$ cat config.mk
export PLATFORM = sky130hd
export DESIGN_NAME = pipeline_hazard_ctrl
export DESIGN_NICKNAME = d
export VERILOG_FILES = /design/src/rtl/pipeline_ctrl_pkg.sv /design/src/rtl/hazard_compare.sv /design/src/rtl/pipeline_hazard_ctrl.sv
export SDC_FILE = /design/constraint.sdc
export NUM_CORES = 1
export LEC_CHECK = 0
export BUFFER_PORTS_ARGS = -buffer_cell sky130_fd_sc_hd__buf_2
export CAP_MARGIN = 20
export CORE_MARGIN = 2
export CORE_UTILIZATION = 53
export CTS_CLUSTER_SIZE = 24
export DETAILED_ROUTE_END_ITERATION = 8
export HOLD_SLACK_MARGIN = 0.05
export PLACE_DENSITY = 0.83
export SYNTH_ARGS = -nofsm -noshare
export SYNTH_HDL_FRONTEND = slang
export SYNTH_SLANG_ARGS = --single-unit
$ cat constraint.sdc
create_clock -name clk -period 2.59 [get_ports clk]
set_input_delay 0 -clock clk [delete_from_list [all_inputs] [get_ports clk]]
set_output_delay 0 -clock clk [all_outputs]
set_load 0.05 [all_outputs]
$ cat src/rtl/pipeline_ctrl_pkg.sv
// Shared definitions for the pipeline hazard controller: state encoding,
// default memory-wait tolerance and the saturating counter helper.
package pipeline_ctrl_pkg;

   typedef enum logic [1:0] {
      StRun       = 2'd0,
      StDataStall = 2'd1,
      StMemWait   = 2'd2,
      StFault     = 2'd3
   } ctrlState_t;

   localparam int unsigned waitLimitDefault = 255;
   localparam logic [15:0] counterMax       = 16'hFFFF;

   function automatic logic [15:0] satInc(input logic [15:0] value);
      return (value == counterMax) ? value : value + 16'd1;
   endfunction

endpackage

$ cat src/rtl/hazard_compare.sv
// Compares one ID-stage source register against the EX and MEM destinations.
// Register $0 is hard-wired to zero, so it never creates a dependency.
module hazard_compare (
   input  logic       srcUsed,
   input  logic [4:0] src,
   input  logic       exWrite,
   input  logic [4:0] exAddr,
   input  logic       memWrite,
   input  logic [4:0] memAddr,
   output logic       hazard
);

   logic exMatch;
   logic memMatch;

   assign exMatch  = exWrite && (exAddr == src);
   assign memMatch = memWrite && (memAddr == src);
   assign hazard   = srcUsed && (src != 5'd0) && (exMatch || memMatch);

endmodule

$ cat src/rtl/pipeline_hazard_ctrl.sv
// Stall/flush controller for a 5-stage pipeline without forwarding.
// Pipeline enables are combinational from the current state and inputs so a
// memory wait freezes the pipe in the same cycle; state, wait timer and
// performance counters are registered.
module pipeline_hazard_ctrl
   import pipeline_ctrl_pkg::*;
#(
   parameter int unsigned WAIT_LIMIT = waitLimitDefault
) (
   input  logic        clk,
   input  logic        rst,
   input  logic [4:0]  id_rs,
   input  logic [4:0]  id_rt,
   input  logic        id_usesRs,
   input  logic        id_usesRt,
   input  logic        ex_shouldWriteRegister,
   input  logic        mem_shouldWriteRegister,
   input  logic [4:0]  ex_registerWriteAddress,
   input  logic [4:0]  mem_registerWriteAddress,
   input  logic        shouldJumpOrBranch,
   input  logic        mem_access,
   input  logic        MIO_ready,
   input  logic        clearCounters,
   output logic        pcWriteEnable,
   output logic        ifidWriteEnable,
   output logic        exmemWriteEnable,
   output logic        ifidFlush,
   output logic        idexBubble,
   output logic        memwbBubble,
   output logic [1:0]  state,
   output logic        busFault,
   output logic [15:0] dataStallCycles,
   output logic [15:0] memWaitCycles
);

   // Timer value seen on the last tolerated wait cycle.
   localparam logic [7:0] waitLast = 8'(WAIT_LIMIT - 1);

   ctrlState_t  stateQ, stateD;
   logic [7:0]  waitTimerQ, waitTimerD;
   logic [15:0] dataStallQ, dataStallD;
   logic [15:0] memWaitQ, memWaitD;
   logic        rsHazard, rtHazard, rawHazard, memWait, inFault;

   hazard_compare rsCompare (
      .srcUsed  (id_usesRs),
      .src      (id_rs),
      .exWrite  (ex_shouldWriteRegister),
      .exAddr   (ex_registerWriteAddress),
      .memWrite (mem_shouldWriteRegister),
      .memAddr  (mem_registerWriteAddress),
      .hazard   (rsHazard)
   );

   hazard_compare rtCompare (
      .srcUsed  (id_usesRt),
      .src      (id_rt),
      .exWrite  (ex_shouldWriteRegister),
      .exAddr   (ex_registerWriteAddress),
      .memWrite (mem_shouldWriteRegister),
      .memAddr  (mem_registerWriteAddress),
      .hazard   (rtHazard)
   );

   assign rawHazard = rsHazard | rtHazard;
   assign memWait   = mem_access & ~MIO_ready;
   assign inFault   = (stateQ == StFault);

   assign state           = stateQ;
   assign busFault        = inFault;
   assign dataStallCycles = dataStallQ;
   assign memWaitCycles   = memWaitQ;

   // Pipeline enables and next state, by priority fault > wait > RAW > branch.
   always_comb begin
      pcWriteEnable    = 1'b1;
      ifidWriteEnable  = 1'b1;
      exmemWriteEnable = 1'b1;
      ifidFlush        = 1'b0;
      idexBubble       = 1'b0;
      memwbBubble      = 1'b0;
      stateD           = StRun;
      waitTimerD       = 8'd0;
      if (inFault) begin
         pcWriteEnable    = 1'b0;
         ifidWriteEnable  = 1'b0;
         exmemWriteEnable = 1'b0;
         stateD           = StFault;
         waitTimerD       = waitTimerQ;
      end else if (memWait) begin
         pcWriteEnable    = 1'b0;
         ifidWriteEnable  = 1'b0;
         exmemWriteEnable = 1'b0;
         memwbBubble      = 1'b1;
         waitTimerD       = waitTimerQ + 8'd1;
         stateD           = (waitTimerQ == waitLast) ? StFault : StMemWait;
      end else if (rawHazard) begin
         // Branch operands are not final yet, so the branch is ignored.
         pcWriteEnable   = 1'b0;
         ifidWriteEnable = 1'b0;
         idexBubble      = 1'b1;
         stateD          = StDataStall;
      end else begin
         ifidFlush = shouldJumpOrBranch;
      end
   end

   // Saturating performance counters; clear wins over increment, fault freezes.
   always_comb begin
      dataStallD = dataStallQ;
      memWaitD   = memWaitQ;
      if (!inFault) begin
         if (clearCounters) begin
            dataStallD = 16'd0;
            memWaitD   = 16'd0;
         end else if (memWait) begin
            memWaitD = satInc(memWaitQ);
         end else if (rawHazard) begin
            dataStallD = satInc(dataStallQ);
         end
      end
   end

   // State, wait timer and counter registers.
   always_ff @(posedge clk or negedge rst) begin
      if (!rst) begin
         stateQ     <= StRun;
         waitTimerQ <= 8'd0;
         dataStallQ <= 16'd0;
         memWaitQ   <= 16'd0;
      end else begin
         stateQ     <= stateD;
         waitTimerQ <= waitTimerD;
         dataStallQ <= dataStallD;
         memWaitQ   <= memWaitD;
      end
   end

endmodule

==> flow_metrics.env, run 1 <==
export IMPL_outcome="finished clean"
export IMPL_startpoint="dataStallCycles[7]"
export IMPL_drt_total_wl_um=6360
export IMPL_fin_crit_sh_pct=81.3
export IMPL_synthTopCellsByArea="dfrtp_1 (38%), xnor2_1 (8.6%), nand2_1 (4.4%)"
export IMPL_hp_class="in -> reg"
export IMPL_ios=71
export IMPL_n_antenna_cell=0
export IMPL_htree_levels=2
export IMPL_fin_util_pct=64.3
export IMPL_die_area_um2=5790
export IMPL_synthCells=317
export IMPL_busiest_layer="met2"
export IMPL_synthFlopType="dfrtp_1"
export IMPL_port_buffer_count=70
export IMPL_placed_area_um2=3160
export IMPL_track_usage_pct=22.3
export IMPL_finalHoldViolCount=0
export IMPL_synth_async_reset_ratio_pct=100
export IMPL_wl_per_cell_um=13.9
export IMPL_crit_path_end_kind="flip-flop"
export IMPL_yosysMostFrequentCell="dfrtp_1"
export IMPL_whs_ns=0.112
export IMPL_hpwl_um=4680
export IMPL_yosys_area_top_type="dfrtp_1"
export IMPL_tightestPinTransition_ns=0.952
export IMPL_num_rows=26
export IMPL_grt_max_degree=43
export IMPL_ir_worst_vdd_uv=217
export IMPL_grt_pass1_vias=2407
export IMPL_post_cts_setup_buffers=0
export IMPL_clock_latency_ns=0.30
export IMPL_dp_cells=447
export IMPL_die_y_um=76.1
export IMPL_skew_ns=0.00508
export IMPL_grt_pass1_wl_um=10800
export IMPL_setup_tns_ns=0
export IMPL_cts_buffer_depth=2
export IMPL_crit_arrival_ns=2.30
export IMPL_fillers=442
export IMPL_synth_edf_count=0
export IMPL_ys_seq_area_share_pct=38.1
export IMPL_grt_overflow=0
export IMPL_required_ns=2.79
export IMPL_ys_top_cells_by_count="dfrtp_1 (42), nand2_1 (32), xnor2_1 (27)"
export IMPL_syn_cell_area_um2=2760
export IMPL_ys_ff_latch=42
export IMPL_instances_no_fill=456
export IMPL_detail_route_antenna_nets=0
export IMPL_vias=2611
export IMPL_area_growth_pct=18.3
export IMPL_antenna_found_initial=0
export IMPL_cap_violations=0
export IMPL_period_minus_slack_ns=2.11
export IMPL_tritoncts="yes"
export IMPL_fin_nets=419
export IMPL_drtIter0Drc=83
export IMPL_clockRootBuffer="clkbuf_8"
export IMPL_synth_nets=351
export IMPL_crit_type="reg -> reg"
export IMPL_start_util_pct=54.3
export IMPL_rsz0062_at_grt="no"
export IMPL_gp_congestion=0.923
export IMPL_maxSlewHeadroom_pct=36.6
export IMPL_drv_slew=0
export IMPL_grtUsageMet1_pct=28.8
export IMPL_setup_viol_count_final=0
export IMPL_p_per_area_nw_per_um2=480
export IMPL_drc=0
export IMPL_cts_resized=0
export IMPL_final_area_um2=3260
export IMPL_cellLeakagePower_nw=1.47
export IMPL_synth_top_area_share_pct=38.1
export IMPL_cts_reportedPaths_clkPinSlew_ns=0.08
export IMPL_core_area_um2=5070
export IMPL_drive_gt1_share_pct=23.3
export IMPL_first_pass_iters=4
export IMPL_worstPathMaxFanout=8
export IMPL_cts_buffers=5
export IMPL_reg2reg_from="dataStallCycles[7]"
export IMPL_syn_area_per_cell_um2=8.69
export IMPL_use_met3_pct=3.91
export IMPL_ys_types=53
export IMPL_cts_sinks=42
export IMPL_use_met2_pct=38.0
export IMPL_start_kind="flip-flop"
export IMPL_via_per_inst=5.73
export IMPL_cts_hold_buf=1
export IMPL_die_width_um=76.1
export IMPL_fmax_mhz=475
export IMPL_worstHoldStart="MIO_ready"
export IMPL_ys_warn_count=0
[through the flow]
| step | setup slack, ns | total power (W) |
|---|---|---|
| CTS | 0.503 | 0.00158 |
| finish | 0.484 | 0.00156 |
| global placement | 0.540 | 0.00112 |
| global route | 0.349 | 0.00163 |
| floorplan | 0.0131 | 0.00101 |
| detailed placement | 0.501 | 0.00113 |
[placed cells by master (no fill, tap or decap), drive strengths merged, types with 2 or more instances in the layout]
master  count
xnor2      27
and2        5
o21a        2
o22ai       2
o311ai      3
a21boi      2
and4        5
mux2        2
a31oi       2
xor2       11
nor2b       9
nand4      19
o21ai      18
and3        8
or3         3
o211ai      3
or4         4
nand2      33
buf        73
dfrtp      42
nand3      18
a21oi      10
a22o        2
clkbuf      6
a22oi       4
nor4        8
nor2       27
clkinv      2
ha          4
nor3        4
nand2b      5
inv         9
[routing by layer]
layer | vias up | share of wire [%] | wire (µm)
li1 | 1277 | - | -
met1 | 1243 | 45 | 2890
met2 | 82 | 48 | 3070
met3 | 9 | 5.2 | 332
met4 | 0 | 1.1 | 71
met5 | - | 0 | 0
[kinds of logic (layout without fill, tap and decap cells)]
kind of cell             after synthesis  in the layout  synth area share, %
XOR/XNOR                              38             38                 12.1
AND/OR/NAND/NOR                      150            150                 28.7
AO/OA/AOI/OAI                         57             57                 14.4
flip-flops                            42             42                 38.1
adder cells (fa/ha/maj)                4              4                 1.82
multiplexers                           3              3                 1.32
buffers and inverters                 23             92                 3.63
[worst max-delay path: stages, from the launching register on]
cell and delay [ns]:
dfrtp_1 0.46, and3_1 0.27, and3_1 0.22, and3_1 0.21, and2_0 0.25, or4_1 0.51
o311ai_1 0.10
[cell type report]
class	count	area (µm²)	area share, %
clock buffer	6	82.6	2.53
multi-input combinational	252	1600	49.2
timing repair buffer	74	383	11.7
sequential	42	1050	32.2
tap	70	87.6	2.69
inverter	10	40.0	1.23
clock inverter	2	12.5	0.384
[where the power goes]
part,internal [W],switching [W]
clock,0.000214,0.000233
combinational,0.000117,0.000267
sequential,0.000686,0.0000460
total,0.00102,0.000547
[final timing paths]
check	slack, ns	depth (start not counted)	end
worst max-delay path	0.48	6	dataStallCycles[2]
worst max register to register	0.48	6	dataStallCycles[2]
min in group asynchronous	0.38	2	memWaitCycles[11]
worst min register to register	0.55	2	waitTimerQ[1]
worst min-delay path	0.11	4	waitTimerQ[1]
max in group asynchronous	1.62	2	dataStallCycles[4]
[sequential cells by signal, summed over array words and instances (netlist names)]
register	flops
waitTimerQ	8
dataStallCycles	16
state	2
memWaitCycles	16
Power figures use the tool's default switching activity.
==> run 2: changes to the inputs <==
Settings changed: CORE_UTILIZATION 53 to 48, PLACE_DENSITY 0.83 to 0.79.
Clock period 2.59 ns to 1.9 ns, I/O delays scaled along.
==> run 2 against run 1 <==
Net effect:
- global-route usage is 1.7 points higher
- count of clock-buffer cells in the layout is 1 lower
- worst hold slack better by 0.029 ns
- sequential share of layout area is 2.8 points lower
- critical path depth stayed put
- critical path type unchanged
- largest cell class unchanged
- critical endpoint is now memWaitCycles[15]
- die area is 9.9% higher
- core utilization is 2.1 points higher
- total power is 48% higher
- register-to-register slack worse by 0.43 ns
- wire length is 15% higher
- sequential cell count stayed put
==> flow_metrics.env, run 2 (synthesized netlist as in run 1, its figures left out) <==
export IMPL_skew_ns=0.0133
export IMPL_die_y_um=79.8
export IMPL_area_growth_pct=33.4
export IMPL_detail_route_antenna_nets=0
export IMPL_first_pass_iters=4
export IMPL_grt_pass1_wl_um=12100
export IMPL_period_minus_slack_ns=1.84
export IMPL_final_common_cell="buf_2"
export IMPL_swShare_pct=33.6
export IMPL_setup_viol_count_final=0
export IMPL_die_width_um=79.8
export IMPL_cts_sinks=42
export IMPL_drt_total_wl_um=7310
export IMPL_ir_worst_vdd_uv=334
export IMPL_port_buffer_count=70
export IMPL_via_per_inst=5.69
export IMPL_antenna_found_initial=0
export IMPL_grt_max_degree=38
export IMPL_pwr_share_clk_pct=31.2
export IMPL_ios=71
export IMPL_drv_slew=0
export IMPL_drtIter0Drc=171
export IMPL_ff2ff_setup_slack_ns=0.06
export IMPL_switchingPower_w=0.000780
export IMPL_most_common_layout_cells="buf_2 (69), buf_4 (39), nand2_1 (30)"
export IMPL_core_area_um2=5540
export IMPL_finalHoldViolCount=0
export IMPL_die_area_um2=6360
export IMPL_crit_path_end_kind="flip-flop"
export IMPL_fin_nets=455
export IMPL_worstHoldStart="MIO_ready"
export IMPL_grt_overflow=0
export IMPL_p_per_area_nw_per_um2=631
export IMPL_cpMaxStageDelayCell="dfrtp_2"
export IMPL_whs_ns=0.140
export IMPL_drive_gt1_share_pct=39.1
export IMPL_whs_endpoint="waitTimerQ[0]"
export IMPL_crit_arrival_ns=2.02
export IMPL_worstPathMaxFanout=5
export IMPL_track_usage_pct=24.0
export IMPL_comb_power_share_pct=26.3
export IMPL_crit_type="reg -> reg"
export IMPL_slowest_delay_ns=0.45
export IMPL_hp_class="in -> reg"
export IMPL_cts_reportedPaths_clkPinSlew_ns=0.09
export IMPL_grt_pass1_vias=2724
export IMPL_num_rows=27
export IMPL_crit_path_cell_trace="and4_4 > and4_1 > a2111oi_4 > nand4_1 > xor2_1 > nor2_1"
export IMPL_reg2reg_from="memWaitCycles[11]"
export IMPL_n_antenna_cell=0
export IMPL_cts_buffer_depth=2
export IMPL_cts_buffers=5
export IMPL_clock_latency_ns=0.30
export IMPL_start_kind="flip-flop"
export IMPL_rr_worst_depth=6
export IMPL_tritoncts="yes"
export IMPL_hpwl_um=5360
export IMPL_drc=0
export IMPL_required_ns=2.08
export IMPL_start_util_pct=49.7
export IMPL_maxSlewHeadroom_pct=63.0
export IMPL_p_int_w=0.00154
export IMPL_pwr_share_seq_pct=42.5
export IMPL_clockRootBuffer="clkbuf_8"
export IMPL_hold_depth=4
export IMPL_r2r_end="memWaitCycles[15]"
export IMPL_dp_cells=482
export IMPL_outcome="finished clean"
export IMPL_gp_congestion=0.907
export IMPL_fillers=453
export IMPL_htree_levels=2
export IMPL_cap_violations=0
export IMPL_wl_per_cell_um=14.8
export IMPL_cellLeakagePower_nw=1.61
export IMPL_fmax_mhz=543
export IMPL_path_buf_inv=0
export IMPL_vias=2810
export IMPL_startpoint="memWaitCycles[11]"
export IMPL_cp_top_family="simple AND/OR/NAND/NOR gates"
export IMPL_fin_crit_sh_pct=97.0
export IMPL_tightestPinTransition_ns=0.556
export IMPL_instances_no_fill=494
-- run 2: cell count changes in the layout (fill, tap and decap cells not counted), moves of 4 or more --
cell / change
buf_4: +36
dfrtp_2: +23
and3_1: -4
and3_4: +4
dfrtp_1: -23
-- run 2: routing by layer --
layer,wire length (µm),part of all wire (%),global-route usage (%),vias up
met5,0,0,0,-
met4,206,2.8,10.7,0
met3,376,5.1,5.43,20
met2,3600,49,39.7,92
met1,3120,43,30.0,1343
li1,-,-,-,1355
-- run 2: timing repair --
| action | CTS | global route |
|---|---|---|
| endpoints found under the hold margin | 20 | 0 |
| endpoints found under the setup margin | 1 | 10 |
| hold buffers | 1 | 0 |
| buffers inserted | 0 | 3 |
| pin swaps | 0 | 1 |
| gates resized for setup | 1 | 6 |
-- run 2: worst max path at each step --
stage / to / cells after the start
floorplan: dataStallCycles[2] / 7
global placement: dataStallCycles[6] / 8
detailed placement: dataStallCycles[6] / 8
CTS: dataStallCycles[2] / 6
global route: memWaitCycles[15] / 6
finish: memWaitCycles[15] / 6
-- run 2: cell type report --
type,count,area (µm²),area share (%)
inverter,10,45.0,1.23
sequential,42,1080,29.4
multi-input combinational,252,1680,45.7
tap,72,90.1,2.45
timing repair buffer,110,668,18.2
clock inverter,3,45.0,1.23
clock buffer,5,68.8,1.87
-- run 2: power by group through the flow --
stage / registers (W) / clock network [W] / logic (W)
global route: 0.000996 / 0.000772 / 0.000659
CTS: 0.000987 / 0.000739 / 0.000607
finish: 0.000987 / 0.000724 / 0.000610
floorplan: 0.00115 / 0 / 0.000240
detailed placement: 0.00100 / 0 / 0.000606
global placement: 0.00100 / 0 / 0.000593
-- run 2: through the flow --
| step | instance area [µm²] | util, % | TNS, ns | worst slack, ns | power, W |
|---|---|---|---|---|---|
| 2_1_floorplan | 2860 | - | -0.0840 | -0.0440 | 0.00139 |
| 3_3_place_gp | 3510 | 63.3 | -0.0184 | -0.0184 | 0.00159 |
| 3_5_place_dp | 3510 | 63.3 | -0.0828 | -0.0603 | 0.00161 |
| 4_1_cts | 3630 | 65.6 | 0 | 0.0460 | 0.00233 |
| 5_1_grt | 3670 | 66.3 | -0.0993 | -0.0329 | 0.00243 |
| 6_report | 3670 | 66.3 | 0 | 0.0570 | 0.00232 |
-- run 2: worst min-delay path, delay by kind of cell --
family / cells / cell delay, ns
buffers and inverters: 1 / 0.07
and+or+nand+nor: 2 / 0.22
AOI/OAI and AO/OA: 1 / 0.09
